<file path="config.mk">
export PLATFORM = sky130hd
export DESIGN_NAME = switch_event_scanner
export DESIGN_NICKNAME = d
export VERILOG_FILES = /design/src/rtl/switch_event_scanner.sv
export SDC_FILE = /design/constraint.sdc
export NUM_CORES = 1
export LEC_CHECK = 0
export CORE_MARGIN = 10
export CORE_UTILIZATION = 57
export DETAILED_ROUTE_END_ITERATION = 16
export DONT_BUFFER_PORTS = 1
export GPL_TIMING_DRIVEN = 0
export PLACE_DENSITY_LB_ADDON = 0.1
export SYNTH_ARGS = -nofsm -noshare
export SYNTH_HDL_FRONTEND = slang
export SYNTH_SLANG_ARGS = --single-unit
</file>
<file path="constraint.sdc">
create_clock -name CLK -period 4.1 [get_ports CLK]
set_input_delay 0.82 -clock CLK [delete_from_list [all_inputs] [get_ports CLK]]
set_output_delay 0.82 -clock CLK [all_outputs]
set_load 0.03 [all_outputs]
</file>
<file path="src/rtl/switch_event_scanner.sv">
// switch_event_scanner
// Controlling end of the switch change-detector loop. Steps SCAN_COUNTER through
// the switches, feeds the committed SW_HISTORY back to the detector, commits each
// consistent change it reports and queues a {dir,idx} event in a small FWFT FIFO.
// When the FIFO is full, scanning freezes. Because history is not updated for a
// rejected change, the detector reports it again on a later pass.
// Optional build macro: SWITCH_SCAN_STATS_EN adds saturating Up/Down event counters.
module switch_event_scanner #(
  parameter int NUM_SW      = 10,
  parameter int FIFO_DEPTH  = 4,
  parameter int INIT_CYCLES = 3
) (
  input  logic              CLK,
  input  logic              RESET,
  input  logic [NUM_SW-1:0] SW_SYNC,
  input  logic [1:0]        SW_CHANGE_FLAG,
  input  logic [3:0]        WHICH_SW_CHANGE,
  output logic [3:0]        SCAN_COUNTER,
  output logic [NUM_SW-1:0] SW_HISTORY,
  output logic              EVT_VALID,
  output logic [4:0]        EVT_DATA,
  input  logic              EVT_READY,
  output logic [4:0]        EVT_COUNT,
  output logic              SCAN_STALL
`ifdef SWITCH_SCAN_STATS_EN
  ,
  output logic [7:0]        UP_EVT_CNT,
  output logic [7:0]        DOWN_EVT_CNT
`endif
);

  localparam int         PTR_W      = $clog2(FIFO_DEPTH);
  localparam int         BLANK_W    = $clog2(INIT_CYCLES + 1);
  localparam logic [4:0] DEPTH_C    = 5'(FIFO_DEPTH);
  localparam logic [3:0] NSW_C      = 4'(NUM_SW);
  localparam logic [3:0] LAST_IDX   = 4'(NUM_SW - 1);
  localparam logic [BLANK_W-1:0] BLANK_LAST = BLANK_W'(INIT_CYCLES - 1);

  typedef enum logic [1:0] {ST_INIT, ST_SCAN, ST_STALL} state_t;

  state_t              state_q, state_d;
  logic [BLANK_W-1:0]  blank_q, blank_d;
  logic [3:0]          scan_q, scan_d;
  logic [NUM_SW-1:0]   history_q, history_d;
  logic [PTR_W-1:0]    wr_ptr_q, wr_ptr_d, rd_ptr_q, rd_ptr_d;
  logic [4:0]          count_q, count_d;
  logic [4:0]          data_q, data_d;
  logic [4:0]          mem_q [FIFO_DEPTH];
  logic [4:0]          mem_d [FIFO_DEPTH];

  logic                full, push, pop;
  logic [15:0]         hist_ext, hist_upd;
  logic [4:0]          push_data;

  // Event acceptance and FIFO handshake, judged on start-of-cycle occupancy.
  always_comb begin
    full      = (count_q == DEPTH_C);
    hist_ext  = 16'(history_q);
    push_data = {SW_CHANGE_FLAG[1], WHICH_SW_CHANGE};
    push      = (state_q != ST_INIT) && SW_CHANGE_FLAG[0] &&
                (WHICH_SW_CHANGE < NSW_C) && !full &&
                (hist_ext[WHICH_SW_CHANGE] != SW_CHANGE_FLAG[1]);
    pop       = EVT_READY && (count_q != 5'd0);
  end

  // Scan FSM: blanking after reset, free-running scan, freeze while the FIFO is full.
  always_comb begin
    state_d = state_q;
    blank_d = blank_q;
    scan_d  = scan_q;
    unique case (state_q)
      ST_INIT: begin
        scan_d  = 4'd0;
        blank_d = blank_q + BLANK_W'(1);
        if (blank_q == BLANK_LAST) state_d = ST_SCAN;
      end
      ST_SCAN: begin
        scan_d = (scan_q == LAST_IDX) ? 4'd0 : scan_q + 4'd1;
        if (full) state_d = ST_STALL;
      end
      ST_STALL: begin
        if (!full) state_d = ST_SCAN;
      end
      default: state_d = ST_INIT;
    endcase
  end

  // Committed history: tracks the raw switches while blanking, then accepted changes.
  always_comb begin
    hist_upd = hist_ext;
    if (push) hist_upd[WHICH_SW_CHANGE] = SW_CHANGE_FLAG[1];
    history_d = (state_q == ST_INIT) ? SW_SYNC : hist_upd[NUM_SW-1:0];
  end

  // FIFO pointers, occupancy and registered head (the pushed word if it lands at the head).
  always_comb begin
    mem_d = mem_q;
    if (push) mem_d[wr_ptr_q] = push_data;
    wr_ptr_d = push ? wr_ptr_q + PTR_W'(1) : wr_ptr_q;
    rd_ptr_d = pop  ? rd_ptr_q + PTR_W'(1) : rd_ptr_q;
    count_d  = count_q + 5'(push) - 5'(pop);
    if (push && (count_q - 5'(pop) == 5'd0)) data_d = push_data;
    else if (count_d != 5'd0)                data_d = mem_q[rd_ptr_d];
    else                                     data_d = data_q;
  end

  // Control and history registers with asynchronous reset.
  always_ff @(posedge CLK or posedge RESET) begin
    if (RESET) begin
      state_q   <= ST_INIT;
      blank_q   <= '0;
      scan_q    <= 4'd0;
      history_q <= '0;
      wr_ptr_q  <= '0;
      rd_ptr_q  <= '0;
      count_q   <= 5'd0;
      data_q    <= 5'd0;
    end else begin
      state_q   <= state_d;
      blank_q   <= blank_d;
      scan_q    <= scan_d;
      history_q <= history_d;
      wr_ptr_q  <= wr_ptr_d;
      rd_ptr_q  <= rd_ptr_d;
      count_q   <= count_d;
      data_q    <= data_d;
    end
  end

  // FIFO storage; contents are qualified by occupancy so it needs no reset.
  always_ff @(posedge CLK) begin
    mem_q <= mem_d;
  end

  assign SCAN_COUNTER = scan_q;
  assign SW_HISTORY   = history_q;
  assign EVT_VALID    = (count_q != 5'd0);
  assign EVT_DATA     = data_q;
  assign EVT_COUNT    = count_q;
  assign SCAN_STALL   = (state_q == ST_STALL);

`ifdef SWITCH_SCAN_STATS_EN
  logic [7:0] up_q, up_d, dn_q, dn_d;

  // Saturating counts of accepted Up and Down events.
  always_comb begin
    up_d = up_q;
    dn_d = dn_q;
    if (push &&  SW_CHANGE_FLAG[1] && up_q != 8'hFF) up_d = up_q + 8'd1;
    if (push && !SW_CHANGE_FLAG[1] && dn_q != 8'hFF) dn_d = dn_q + 8'd1;
  end

  // Statistics registers.
  always_ff @(posedge CLK or posedge RESET) begin
    if (RESET) begin
      up_q <= 8'd0;
      dn_q <= 8'd0;
    end else begin
      up_q <= up_d;
      dn_q <= dn_d;
    end
  end

  assign UP_EVT_CNT   = up_q;
  assign DOWN_EVT_CNT = dn_q;
`endif

endmodule

</file>
## Yosys cells after proc, flatten, opt, wreduce, memory -nomap -nowiden

Cells that the tools add are included.

| storage, ports and cells | value |
|---|---|
| register bits after elaboration | 52 |
| bits of input ports | 19 |
| output and inout bits | 26 |

| cells by class | value |
|---|---|
| $add $sub $neg | 7 |
| $lt $le $gt $ge | 6 |
| eq/ne operators | 9 |
| multiplexer cells | 22 |
| bitwise gates (word level) | 2 |
| reductions and logical operators | 18 |

Operators by type and width:

| cell | count |
|---|---|
| $mux 5 | 5 |
| $bwmux 20 | 1 |
| $mux 10 | 2 |
| $bwmux 16 | 1 |
| $bmux 5 s2 | 1 |
| $demux 5 s2 | 1 |
| $reduce_bool 5->1 | 2 |
| $sub 5x1->5 | 2 |
| $logic_and 1x1->1 | 8 |
| $mux 2 | 4 |
| $pmux 4 s2 | 1 |
| $reduce_bool 2->1 | 4 |
| $add 2x1->2 const B | 3 |
| $ge 3x3->1 const B | 2 |
| $ne 2x2->1 const B | 3 |
| $not 2->3 | 2 |
| $pmux 2 s3 | 1 |
| $add 5x1->5 | 1 |
| $eq 5x3->1 const B | 1 |
| $logic_not 5->1 | 1 |
| $lt 4x5->1 const B | 1 |
| $add 4x1->4 const B | 1 |
| $bmux 1 s4 | 1 |
| $demux 1 s4 | 1 |
| other kinds (12) | 14 |

## Depth between registers and ports, before layout

Gate-level depths: netlist (run 1).

| logic depth | value |
|---|---|
| word-level depth | 10 |
| mapped depth | 18 |
| mapped depth without buffers | 18 |

## Least setup slack after synthesis (run 1)

OpenSTA, ideal clock, no wires.

| timing | value |
|---|---|
| path kind | in2reg |
| from | input port WHICH_SW_CHANGE[0] |
| to | register data_q[0], in the netlist EVT_DATA[0] |
| arrival time | 4.825 ns |
| required time | 3.975 ns |
| slack | -0.849 ns |
| cell stages on the path | 18 |
| path buffers | 1 |
| path through | buf_2 -> mux4_2 -> mux2i_1 -> o21ai_0 -> xor2_1 -> nor2b_1 -> inv_1 -> ha_1 -> inv_1 -> ha_1 -> inv_1 -> fa_1 -> o21bai_1 -> a21oi_1 -> xnor2_1 -> nor4_1 -> mux2_2 -> mux2_2 |

| on the way | value |
|---|---|
| longest elaborated chain between the ends | 8 |
| elaborated cells on any way between the ends | 13 |

Ends and longest elaborated chain:

| item | line | source |
|---|---|---|
| start: declaration | 17 | `input logic [3:0] WHICH_SW_CHANGE,` |
| $bmux 1 s4 or $lt 4x4->1 (tied branches) | 62, 61 |  |
| $mux 1 (not written as such) or $logic_and 1x1->1 (tied branches) | 62, 60 |  |
| $ne 1x1->1 or $logic_and 1x1->1 (tied branches) | 62, 61 |  |
| $logic_and 1x1->1 (*) | 61 | `(WHICH_SW_CHANGE < NSW_C) && !full &&` |
| $add 5x1->5 (*) | 101 | `count_d = count_q + 5'(push) - 5'(pop);` |
| $sub 5x1->5 (*) | 101 |  |
| net count_d[4] | 46 | `logic [4:0] count_q, count_d;` |
| $reduce_bool 5->1 (*) | 103 | `else if (count_d != 5'd0) data_d = mem_q[rd_ptr_d];` |
| $reduce_bool 2->1 (no line) (*) | - |  |
| end signal: assignment | 126 | `data_q <= data_d;` |
| end: declaration | 47 | `logic [4:0] data_q, data_d;` |

Mark *: on every way through the listed nets, which the timed path passes. The rest lies on a longest branch. The select of a mux whose other input is x is not followed.
A chain may end at the register's enable or synchronous reset.

## Worst setup path in the final report (run 1)

Ends and elaborated chain as after synthesis.

==> results of run 1 <==
==> final timing paths <==
kind	endpoint	cells after the start	slack (ns)	start
worst max-delay path	EVT_DATA[0]$_DFFE_PP0P_	19	0.04	WHICH_SW_CHANGE[0]
worst min-delay path	blank_q[1]$_DFFE_PP0P_	2	0.50	blank_q[1]$_DFFE_PP0P_
worst max register to register	EVT_DATA[0]$_DFFE_PP0P_	19	0.06	EVT_COUNT[3]$_DFF_PP0_
worst min register to register	blank_q[1]$_DFFE_PP0P_	2	0.50	blank_q[1]$_DFFE_PP0P_
max in group asynchronous	EVT_COUNT[2]$_DFF_PP0_	1	2.59	RESET
min in group asynchronous	SW_HISTORY[8]$_DFFE_PP0P_	1	0.72	RESET
==> cells in the mapped netlist, types with 5 or more instances <==
cell type and n:
sky130_fd_sc_hd__dfrtp_1 32, sky130_fd_sc_hd__nand2_1 21, sky130_fd_sc_hd__edfxtp_1 20, sky130_fd_sc_hd__nor2_1 20
sky130_fd_sc_hd__nor3_1 20, sky130_fd_sc_hd__inv_1 18, sky130_fd_sc_hd__ha_1 16, sky130_fd_sc_hd__o21ai_0 13
sky130_fd_sc_hd__mux2_2 12, sky130_fd_sc_hd__clkbuf_1 11, sky130_fd_sc_hd__nand3_1 10, sky130_fd_sc_hd__nand4b_1 10
sky130_fd_sc_hd__xnor2_1 9, sky130_fd_sc_hd__a31oi_1 6, sky130_fd_sc_hd__and2_1 6, sky130_fd_sc_hd__a211o_1 5
sky130_fd_sc_hd__a211oi_1 5, sky130_fd_sc_hd__a22o_1 5, sky130_fd_sc_hd__nor4b_1 5
==> cell families after synthesis <==
kind of cell	after synthesis	synth area share, %
simple gates	115	20.27
compound gates	54	12.52
mux	15	6.161
flops	52	45.40
xor+xnor	13	3.689
fa+ha+maj	17	7.134
buf+inv	36	4.824
==> cells in the final DEF (no fill, tap or decap), types with 12 or more instances in the layout <==
master / n
sky130_fd_sc_hd__inv_1: 13
sky130_fd_sc_hd__o21ai_0: 12
sky130_fd_sc_hd__ha_1: 14
sky130_fd_sc_hd__nand2_1: 21
sky130_fd_sc_hd__nor3_1: 20
sky130_fd_sc_hd__nor2_1: 20
sky130_fd_sc_hd__edfxtp_1: 20
sky130_fd_sc_hd__dfrtp_1: 30
sky130_fd_sc_hd__buf_4: 15
==> timing repair <==
item	4_1_cts	5_1_grt
buffers inserted	12	3
pin swaps	8	6
gates cloned	0	0
endpoints found under the setup margin	5	5
gates resized for setup	16	6
==> metal layers <==
layer	up-vias	global-route usage, %	wire [microns]
met1	1147	18.89	2948
met4	0	6.329	174
met2	55	27.38	3477
met5	-	0	0
met3	15	6.635	496
li1	1143	-	-
==> power groups by stage <==
stage	Clock, mW	Sequential, mW	Combinational, mW
2_1_floorplan	0	1.08	0.916
3_3_place_gp	0	1.14	1.08
3_5_place_dp	0	1.14	1.11
4_1_cts	0.286	1.13	1.21
5_1_grt	0.309	1.16	1.44
6_report	0.277	1.13	1.30
==> through the flow <==
stage / std cells / cell area [sq um]
final: 395 / 3510
after global routing: 395 / 3510
after CTS: 392 / 3453
after detailed placement: 372 / 3231
after global placement: 372 / 3231
after floorplan: 302 / 3143
==> worst register-to-register path: stages, from the launching register on <==
cell,delay [ns]
sky130_fd_sc_hd__dfrtp_2,0.52
sky130_fd_sc_hd__inv_2,0.11
sky130_fd_sc_hd__ha_1,0.18
sky130_fd_sc_hd__or4b_4,0.52
sky130_fd_sc_hd__and3_1,0.22
sky130_fd_sc_hd__nand2_1,0.17
sky130_fd_sc_hd__nor2b_4,0.07
sky130_fd_sc_hd__inv_2,0.06
sky130_fd_sc_hd__ha_4,0.19
sky130_fd_sc_hd__inv_2,0.06
sky130_fd_sc_hd__ha_4,0.13
sky130_fd_sc_hd__inv_2,0.03
sky130_fd_sc_hd__fa_2,0.34
sky130_fd_sc_hd__o21bai_1,0.19
sky130_fd_sc_hd__a21oi_2,0.09
sky130_fd_sc_hd__xnor2_2,0.16
sky130_fd_sc_hd__nor4_4,0.16
sky130_fd_sc_hd__buf_6,0.18
sky130_fd_sc_hd__mux2_4,0.31
sky130_fd_sc_hd__mux2_4,0.26
==> state kept, by name, summed over array words and instances (netlist names) <==
signal / flops
SW_HISTORY: 10
mem_q: 20
wr_ptr_q: 2
EVT_DATA: 5
rd_ptr_q: 2
blank_q: 2
state_q: 2
EVT_COUNT: 5
SCAN_COUNTER: 4
==> area by class of cell <==
type	instances	area, sq um	share of cell area (%)
Sequential cell	52	1404	40.00
Multi-Input combinational cell	214	1648	46.95
Tap cell	70	87.58	2.496
Clock inverter	3	13.76	0.3922
Timing Repair Buffer	15	116.4	3.316
Clock buffer	5	68.82	1.961
Buffer	18	103.9	2.959
Inverter	18	67.56	1.925
==> key figures, run 1 <==
Status
  – Status: finished clean

Logic synthesis
  – Post-synthesis cell type count: 47
  – Most area-hungry cell type in the Yosys netlist: sky130_fd_sc_hd__dfrtp_1
  – Sequential share of the synthesized area: a little under half
  – Post-synthesis cell area: 3087 sq um
  – Number of standard cells after synthesis: 302
  – Total nets after synthesis: 338
  – Largest cells by area after synthesis: sky130_fd_sc_hd__dfrtp_1, sky130_fd_sc_hd__edfxtp_1, sky130_fd_sc_hd__ha_1
  – Synth warn: 0
  – Synthesized flop and latch total: 52
  – Number of synthesized flops with an enable pin: 20
  – Share of the synthesized area in the top cell type: roughly 26%
  – Most used flip-flop cell after synthesis: sky130_fd_sc_hd__dfrtp_1
  – Synthesized area divided by synthesized cell count: 10.22 sq um
  – Synth async-reset ratio: 61.54%

STA
  – Clock period minus worst slack: 4.057 ns
  – RSZ-0062 raised after global routing: true
  – Share of the clock period used by the worst path after layout: between 90% and 100%
  – Number of pins exceeding their max-slew limit in the final report: 0
  – Highest clock rate: ~0.25 GHz
  – Worst-case clock skew: 0.008389 ns
  – Worst-case hold slack: 0.4999 ns
  – Slew Limit Headroom: about 20%
  – Count of final hold-check violations: 0
  – Setup TNS: 0 ns
  – Min setup slack post-route: 0.04322 ns
  – Pin slew with the least headroom to its limit: 1.198 ns
  – Total of endpoints with negative setup slack in the final report: 0

Power and ir drop
  – Clock Power Share: 10.3%
  – Power share of the combinational group: 47.9%
  – Total power density per cell area: 770.6 nW/um^2
  – Internal Dissipation: 1.476 mW
  – Sequential share of power: 41.8%
  – Total power: 2.705 mW
  – Static power due to leakage: about 1.4 nW
  – Maximum ir drop on the vdd rail: 0.5066 mV
  – Psw: between 1 and 1.5 mW
  – Switching share of total power: 45.43%

Final layout
  – Final layout net count: 360
  – Fraction of layout instances using a drive strength above 1: around 20%
  – Synth-to-layout area growth: 13.70%
  – Antenna Cells: 0
  – Fillcell total: 389
  – Post-layout utilization of the core: 67.85%

Critical path
  – Ordered cell list for the critical path: buf_12, mux4_2, mux2i_1, o21ai_1, xor2_1, nor2b_4, inv_2, ha_4, inv_2, ha_4, inv_2, fa_2, o21bai_1, a21oi_2, xnor2_2, nor4_4, buf_6, mux2_4, mux2_4
  – Slowest Stage Delay on Critical Path: 0.50 ns
  – Data required time of the critical path: about 4.3 ns
  – Crit path launch type: primary input
  – Cell at the slowest stage of the critical path: sky130_fd_sc_hd__mux4_2
  – Sort of element at the end of the critical path: flip-flop
  – Buffers plus inverters on the worst setup path: 5
  – Category of cells accounting for the largest share of critical-path delay: multiplexers
  – Path type of the worst setup path: primary input to flip-flop
  – Data arrival time of the critical path: 4.25 ns
  – Worst-path fanout max: 5
  – Critical path's most frequent cell: sky130_fd_sc_hd__inv_2

CTS
  – CTS Buffer Depth: 2
  – Clock tree from TritonCTS: done
  – Number of clock sinks: 52
  – Cts bufs inserted: 5
  – Number of H-tree branching levels: 2
  – CTS clk-pin slew, worst paths: 0.09 ns
  – Clock root cell: sky130_fd_sc_hd__clkbuf_8
  – Hold buffers post-CTS: 0
  – Insertion delay to the later sink of the worst-skew pair: 0.30 ns

Detailed routing
  – Remaining design rule violation count: 0
  – Number of nets with antenna violations after routing: 0
  – Number of DRC markers after the initial detailed-route iteration: 141
  – Number of vias in the routed layout: 2360
  – Post-detailed-route via-to-cell ratio: 5.975
  – Wirelength, routed: 7097 microns
  – Number of optimization iterations in the first detailed-route pass: 4
  – Avg WL per Cell: 17.97 microns

Worst hold path
  – Class of the tightest hold or removal check: flip-flop to flip-flop

Place
  – Count of input and output buffers: 0
  – DP HPWL: about 5100 microns
  – Place WS: -0.8125 ns
  – Final RePlAce weighted congestion: 0.7722

Floorplan
  – Initial core utilization: 59.68%
  – Overall die width: 93.59 microns
  – Die extent in y: between 90 and 100 microns
  – Standard-cell rows: 26
  – Standard cell core area: 5172 sq um
  – Num ports: 45
  – Area enclosed by the die boundary: 8759 sq um

Global route
  – Global route total overflow: 0
  – First-pass GRT wire length: 11670 microns
  – Overall fraction of global-route tracks in use: between 10% and 20%
  – Antenna violations before repair: 0
  – Via count of the first global-routing pass: 2327
  – Largest net degree at the start of global routing: 33

Flow run
  – Number of max-cap violations: 0
(Power assumes the default switching activity.)
==> inputs of run 2 (changes only) <==
--- a/constraint.sdc
+++ b/constraint.sdc
@@ -3,2 +3,2 @@
 set_output_delay 0.82 -clock CLK [all_outputs]
-set_load 0.03 [all_outputs]
+set_load 0.1 [all_outputs]
==> run 2 against run 1 <==
Net effect:
- the run now ends with setup timing left
- die area is the same
- non-clock buffer count shrank 6
- via count grew 0.13%
- cell count shrank 1.5%
- first-iteration DRC count shrank 5.7%
- largest cell class unchanged
- critical endpoint is now EVT_DATA[1]$_DFFE_PP0P_
- sequential share of layout area grew 0.59 points
==> key figures, run 2 (synthesis gave the netlist of run 1 again) <==
Status
  – Status: finished, violations left
  – Violated checks: setup timing

Global route
  – Via count of the first global-routing pass: 2407 (+3.4%)
  – Overall fraction of global-route tracks in use: 17.38% (+0.79 points)
  – First-pass GRT wire length: 12170 microns (+4.3%)
  – Global route total overflow: 0 (unchanged)
  – Antenna violations before repair: 0 (unchanged)
  – Largest net degree at the start of global routing: 33 (unchanged)

Detailed routing
  – Number of vias in the routed layout: 2363 (+0.13%)
  – Remaining design rule violation count: 0 (unchanged)
  – Avg WL per Cell: 18.63 microns (+3.7%)
  – Wirelength, routed: 7248 microns (+2.1%)
  – Number of nets with antenna violations after routing: 0 (unchanged)
  – DR top layer: met4
  – Number of optimization iterations in the first detailed-route pass: 4 (unchanged)
  – DR WL met2: 3661 microns (+5.3%)
  – Post-detailed-route via-to-cell ratio: 6.075 (+1.7%)
  – Post-route met1 wirelength: 2888 microns (-2.0%)
  – Met3 wire length: 532 microns (+7.3%)
  – Number of DRC markers after the initial detailed-route iteration: 133 (-5.7%)

Floorplan
  – Overall die width: 93.59 microns (unchanged)
  – Standard cell core area: 5172 sq um (unchanged)
  – Standard-cell rows: 26 (unchanged)
  – Num ports: 45 (unchanged)
  – Die extent in y: 93.59 microns (unchanged)
  – Initial core utilization: 59.68% (unchanged)
  – Area enclosed by the die boundary: 8759 sq um (unchanged)

Final layout
  – Fraction of layout instances using a drive strength above 1: 23.20% (+3.5 points)
  – Commonest non-fill, non-tap cells in the layout: sky130_fd_sc_hd__nor3_1, sky130_fd_sc_hd__nor2_1, sky130_fd_sc_hd__nand2_1, sky130_fd_sc_hd__edfxtp_1, sky130_fd_sc_hd__dfrtp_1
  – Non-Filler Cell Area, Final: 3548 sq um (+1.1%)
  – Final layout net count: 354 (-1.7%)
  – Antenna Cells: 0 (unchanged)
  – Top register by number of flip-flops: mem_q
  – Synth-to-layout area growth: 14.96%
  – Flip-flop count of the largest register after layout: 20 (unchanged)

STA
  – Share of the clock period used by the worst path after layout: 100.6% (+1.7 points)
  – Highest clock rate: 0.2424 GHz (-1.7%)
  – Min setup slack post-route: -0.02585 ns (-0.06908 ns)
  – Worst-case clock skew: 0.007117 ns (-0.001272 ns)
  – Pin slew with the least headroom to its limit: 1.091 ns (-0.1073 ns)
  – Slew Limit Headroom: 26.93% (+6.9 points)
  – RSZ-0062 raised after global routing: true
  – Clock period minus worst slack: 4.126 ns (+0.06908 ns)
  – Count of final hold-check violations: 0 (unchanged)
  – Number of pins exceeding their max-slew limit in the final report: 0 (unchanged)
  – Total of endpoints with negative setup slack in the final report: 5 (+5)

CTS
  – Hold buffers post-CTS: 0 (unchanged)
  – Clock tree from TritonCTS: done
  – CTS Buffer Depth: 2 (unchanged)
  – Number of H-tree branching levels: 2 (unchanged)
  – Clock root cell: sky130_fd_sc_hd__clkbuf_8
  – CTS clk-pin slew, worst paths: 0.10 ns (about the same)
  – Number of clock sinks: 52 (unchanged)
  – Insertion delay to the later sink of the worst-skew pair: 0.31 ns (about the same)
  – Cts bufs inserted: 5 (unchanged)

Critical path
  – Sort of element at the end of the critical path: flip-flop
  – Crit path launch type: flip-flop
  – Data required time of the critical path: 4.31 ns (about the same)
  – Worst-path fanout max: 5 (unchanged)
  – Register-to-Register Setup Slack: -0.03 ns (-0.09 ns)
  – Path type of the worst setup path: flip-flop to flip-flop
  – Data arrival time of the critical path: 4.33 ns (+0.08 ns)

Flow run
  – Number of max-cap violations: 0 (unchanged)

Place
  – Dpl cell area: 3259 sq um (+0.89%)
  – Final RePlAce weighted congestion: 0.7897 (+2.3%)
  – Count of input and output buffers: 0 (unchanged)
  – DP HPWL: 5262 microns (+2.3%)

Worst hold path
  – Class of the tightest hold or removal check: primary input to async pin
-- run 2: changes by cell type in the layout (fill, tap and decap cells not counted), moves of 2 or more --
cell                         delta
sky130_fd_sc_hd__dfrtp_1       -13
sky130_fd_sc_hd__buf_4          -9
sky130_fd_sc_hd__dfrtp_4        +8
sky130_fd_sc_hd__dfrtp_2        +5
sky130_fd_sc_hd__clkinv_2       -2
sky130_fd_sc_hd__clkinvlp_4     +2
sky130_fd_sc_hd__inv_2          -2
sky130_fd_sc_hd__inv_4          +2
sky130_fd_sc_hd__mux2_2         -2
sky130_fd_sc_hd__mux2_4         +2
-- run 2: timing repair --
action                                  CTS  global route
pin swaps                                 7             1
setup buffers                             5             2
gates resized for setup                  40             2
cloned                                    0             0
endpoints found under the setup margin    5             5
-- run 2: final timing paths --
kind / endpoint / depth (start not counted) / from
min reg2reg: blank_q[1]$_DFFE_PP0P_ / 2 / blank_q[1]$_DFFE_PP0P_
min in group CLK: blank_q[1]$_DFFE_PP0P_ / 2 / blank_q[1]$_DFFE_PP0P_
max: EVT_DATA[1]$_DFFE_PP0P_ / 18 / SW_HISTORY[7]$_DFFE_PP0P_
max reg2reg: EVT_DATA[1]$_DFFE_PP0P_ / 18 / SW_HISTORY[7]$_DFFE_PP0P_
min: SCAN_COUNTER[1]$_DFFE_PP0P_ / 1 / RESET
max in group asynchronous: SW_HISTORY[0]$_DFFE_PP0P_ / 2 / RESET
-- run 2: layer usage --
layer,vias up,GRT usage [%]
li1,1136,-
met1,1132,20.17
met2,82,29.06
met3,13,5.596
met4,0,6.962
met5,-,0
-- run 2: layout make-up --
type                       count  area [sq um]
tap                           70         87.58
multi-input combinational    214          1669
buffer                        18         103.9
sequential                    52          1440
timing repair buffer           9         87.58
fill                         402          1624
inverter                      18         72.57
clock buffer                   5         68.82
clock inverter                 3         18.77
-- run 2: worst max-delay path: stages, from the launching register on --
cell and delay, ns:
sky130_fd_sc_hd__dfrtp_4 0.63, sky130_fd_sc_hd__mux4_2 0.55, sky130_fd_sc_hd__mux2i_2 0.19, sky130_fd_sc_hd__o21ai_1 0.09, sky130_fd_sc_hd__xor2_1 0.19, sky130_fd_sc_hd__nor2b_4 0.20
sky130_fd_sc_hd__inv_2 0.06, sky130_fd_sc_hd__ha_4 0.23, sky130_fd_sc_hd__inv_2 0.06, sky130_fd_sc_hd__ha_4 0.13, sky130_fd_sc_hd__inv_2 0.04, sky130_fd_sc_hd__fa_2 0.37
sky130_fd_sc_hd__o21bai_4 0.14, sky130_fd_sc_hd__a21oi_2 0.09, sky130_fd_sc_hd__xnor2_2 0.16, sky130_fd_sc_hd__nor4_4 0.16, sky130_fd_sc_hd__buf_6 0.17, sky130_fd_sc_hd__mux2_4 0.31
sky130_fd_sc_hd__mux2_4 0.26
-- run 2: stage by stage --
step	hold WS, ns	instances	TNS, ns	utilization, %	worst slack, ns
after CTS	0.5081	386	-0.3811	67.66	-0.08271
after detailed placement	0.4872	373	-4.692	63.01	-0.9437
after global placement	0.4664	372	-4.054	62.87	-0.8131
final	0.3760	389	-0.09042	68.60	-0.02585
after floorplan	0.4538	302	-2.149	-	-0.4299
after global routing	0.3880	389	-0.8341	68.60	-0.1757
Power of run 2 is not shown: default switching activity piles up to over one toggle a cycle in this logic, so the estimate is an artifact.
==> inputs of run 3 (changes only) <==
Settings changed: CORE_ASPECT_RATIO set to 0.8, CORE_UTILIZATION 57 to 60, CTS_BUF_LIST set to sky130_fd_sc_hd__clkbuf_8, PLACE_DENSITY set to 0.79, PLACE_DENSITY_LB_ADDON 0.1 to not set.
==> run 3 against run 2 <==
Net effect:
- the run still ends with setup timing left
- via count increased by 5.6%
- setup slack got worse by 0.069 ns
- largest cell class unchanged
- critical path type unchanged
- global-route usage increased by 0.14 points
- clock skew grew 0.0022 ns
- cell count decreased by 0.26%
- final area increased by 1.8%
- highest routed layer unchanged
==> key figures, run 3 (synthesis gave the netlist of run 1 again) <==
Floorplan
  – Initial core utilization: 61.64% (+2.0 points)
  – Overall die width: 100.2 microns (+7.1%)
  – Area enclosed by the die boundary: 8431 sq um (-3.7%)
  – Num ports: 45 (unchanged)
  – Standard cell core area: 5007 sq um (-3.2%)
  – Die extent in y: 84.16 microns (-10%)
  – Standard-cell rows: 23 (-12%)

STA
  – Count of final hold-check violations: 0 (unchanged)
  – Worst-case clock skew: 0.009333 ns (+0.002216 ns)
  – Slew Limit Headroom: 27.07% (+0.14 points)
  – RSZ-0062 raised after global routing: true
  – Min setup slack post-route: -0.09457 ns (-0.06871 ns)
  – Highest clock rate: 0.2384 GHz (-1.6%)
  – Clock period minus worst slack: 4.195 ns (+0.06871 ns)
  – Pin slew with the least headroom to its limit: 1.089 ns (-0.002100 ns)
  – Worst-case hold slack: 0.3075 ns (-0.06846 ns)
  – Total of endpoints with negative setup slack in the final report: 5 (unchanged)
  – Setup TNS: -0.4451 ns (-0.3546 ns)
  – Share of the clock period used by the worst path after layout: 102.3% (+1.7 points)
  – Number of pins exceeding their max-slew limit in the final report: 0 (unchanged)

Detailed routing
  – DR WL met2: 3543 microns (-3.2%)
  – Met3 wire length: 725 microns (+36%)
  – Number of optimization iterations in the first detailed-route pass: 5 (+1)
  – Number of vias in the routed layout: 2496 (+5.6%)
  – Avg WL per Cell: 19.47 microns (+4.5%)
  – Number of DRC markers after the initial detailed-route iteration: 151 (+14%)
  – Post-detailed-route via-to-cell ratio: 6.433 (+5.9%)
  – Post-route met1 wirelength: 3184 microns (+10%)
  – DR top layer: met4
  – Remaining design rule violation count: 0 (unchanged)
  – Wirelength, routed: 7554 microns (+4.2%)
  – Number of nets with antenna violations after routing: 0 (unchanged)

Place
  – Placed cells: 365 (-2.1%)
  – Final RePlAce weighted congestion: 0.8533 (+8.1%)
  – Count of input and output buffers: 0 (unchanged)
  – DP HPWL: 5106 microns (-3.0%)

CTS
  – Clock root cell: sky130_fd_sc_hd__clkbuf_8
  – CTS Buffer Depth: 2 (unchanged)
  – Clock tree from TritonCTS: done
  – CTS clk-pin slew, worst paths: 0.10 ns (about the same)
  – Hold buffers post-CTS: 0 (unchanged)
  – Number of H-tree branching levels: 2 (unchanged)
  – Cts bufs inserted: 5 (unchanged)
  – Insertion delay to the later sink of the worst-skew pair: 0.31 ns (about the same)
  – Number of clock sinks: 52 (unchanged)

Global route
  – Overall fraction of global-route tracks in use: 17.52% (+0.14 points)
  – Antenna violations before repair: 0 (unchanged)
  – Largest net degree at the start of global routing: 33 (unchanged)
  – Global route total overflow: 0 (unchanged)
  – Via count of the first global-routing pass: 2393 (-0.58%)
  – First-pass GRT wire length: 12080 microns (-0.79%)

Final layout
  – Flip-flop count of the largest register after layout: 20 (unchanged)
  – Fillcell total: 358 (-11%)
  – Fraction of layout instances using a drive strength above 1: 25.15% (+2.0 points)
  – Commonest non-fill, non-tap cells in the layout: sky130_fd_sc_hd__nor3_1, sky130_fd_sc_hd__nor2_1, sky130_fd_sc_hd__nand2_1, sky130_fd_sc_hd__edfxtp_1, sky130_fd_sc_hd__dfrtp_1
  – Synth-to-layout area growth: 17.07%
  – Antenna Cells: 0 (unchanged)
  – Post-layout instance count excluding filler cells: 388 (-0.26%)
  – Final layout net count: 361 (+2.0%)
  – Top register by number of flip-flops: mem_q

Critical path
  – Data arrival time of the critical path: 4.39 ns (+0.06 ns)
  – Worst-path fanout max: 5 (unchanged)
  – Category of cells accounting for the largest share of critical-path delay: multiplexers
  – Register-to-Register Setup Slack: -0.09 ns (-0.07 ns)
  – Cell at the slowest stage of the critical path: sky130_fd_sc_hd__dfrtp_4
  – Ordered cell list for the critical path: mux4_2, mux2i_2, o21ai_1, xor2_1, nor2b_4, inv_2, ha_4, inv_4, ha_4, inv_2, fa_2, o21bai_1, a21oi_2, xnor2_2, nor4_4, buf_6, mux2_4, mux2_4
  – Number of logic stages on the critical path including buffering: 18 (unchanged)
  – Worst reg2reg path endpoint: EVT_DATA[0]$_DFFE_PP0P_
  – Slowest Stage Delay on Critical Path: 0.64 ns (about the same)
  – Buffers plus inverters on the worst setup path: 4 (unchanged)
  – Sort of element at the end of the critical path: flip-flop
  – Worst R2R Path Depth: 18 (unchanged)
  – Path type of the worst setup path: flip-flop to flip-flop
  – Data required time of the critical path: 4.30 ns (about the same)
  – Crit path launch type: flip-flop
  – Reg2reg start: SW_HISTORY[7]$_DFFE_PP0P_

Status
  – Violated checks: setup timing
  – Status: finished, violations left

Worst hold path
  – Class of the tightest hold or removal check: primary input to async pin

Flow run
  – Number of max-cap violations: 0 (unchanged)
## run 3: worst max path at each step
stage / start / end / slack, ns
final: SW_HISTORY[7]$_DFFE_PP0P_ / EVT_DATA[0]$_DFFE_PP0P_ / -0.09
after global routing: SW_HISTORY[7]$_DFFE_PP0P_ / EVT_DATA[0]$_DFFE_PP0P_ / -0.20
after CTS: SW_HISTORY[3]$_DFFE_PP0P_ / EVT_DATA[0]$_DFFE_PP0P_ / -0.06
after detailed placement: WHICH_SW_CHANGE[1] / EVT_DATA[0]$_DFFE_PP0P_ / -0.89
after global placement: WHICH_SW_CHANGE[1] / EVT_DATA[1]$_DFFE_PP0P_ / -0.83
after floorplan: WHICH_SW_CHANGE[0] / EVT_DATA[1]$_DFFE_PP0P_ / -0.43
## run 3: timing repair
action	in CTS	in global routing
buffers inserted	11	3
resized for setup	39	5
endpoints found under the hold margin	0	0
endpoints found under the setup margin	5	5
pin swaps	6	2
## run 3: area by class of cell
type | instances | area (sq um) | area share, %
Multi-Input combinational cell | 214 | 1670 | 46.23
Sequential cell | 52 | 1443 | 39.92
Timing Repair Buffer | 16 | 132.6 | 3.670
Buffer | 18 | 100.1 | 2.770
Tap cell | 62 | 77.57 | 2.147
Inverter | 18 | 75.07 | 2.078
Clock buffer | 5 | 68.82 | 1.904
Clock inverter | 3 | 46.29 | 1.281
## run 3: worst register-to-register path, stage by stage, from the launching register on
cell and delay, ns:
sky130_fd_sc_hd__dfrtp_4 0.64, sky130_fd_sc_hd__mux4_2 0.55, sky130_fd_sc_hd__mux2i_2 0.19, sky130_fd_sc_hd__o21ai_1 0.10, sky130_fd_sc_hd__xor2_1 0.22, sky130_fd_sc_hd__nor2b_4 0.20, sky130_fd_sc_hd__inv_2 0.06, sky130_fd_sc_hd__ha_4 0.22
sky130_fd_sc_hd__inv_4 0.05, sky130_fd_sc_hd__ha_4 0.12, sky130_fd_sc_hd__inv_2 0.04, sky130_fd_sc_hd__fa_2 0.34, sky130_fd_sc_hd__o21bai_1 0.21, sky130_fd_sc_hd__a21oi_2 0.10, sky130_fd_sc_hd__xnor2_2 0.16, sky130_fd_sc_hd__nor4_4 0.17
sky130_fd_sc_hd__buf_6 0.18, sky130_fd_sc_hd__mux2_4 0.31, sky130_fd_sc_hd__mux2_4 0.25
## run 3: per-stage QoR
step	worst slack, ns	area (sq um)	util (%)
after floorplan	-0.4299	3164	-
after global placement	-0.8269	3242	64.74
after detailed placement	-0.8894	3249	64.89
after CTS	-0.05521	3548	70.86
after global routing	-0.2040	3613	72.16
final	-0.09457	3613	72.16
## run 3: per-layer routing
layer,GRT usage (%),vias up
met3,5.651,15
met1,22.77,1213
met4,4.487,0
met5,0,-
met2,27.48,116
li1,-,1152
Power of run 3 is left out for the same reason.
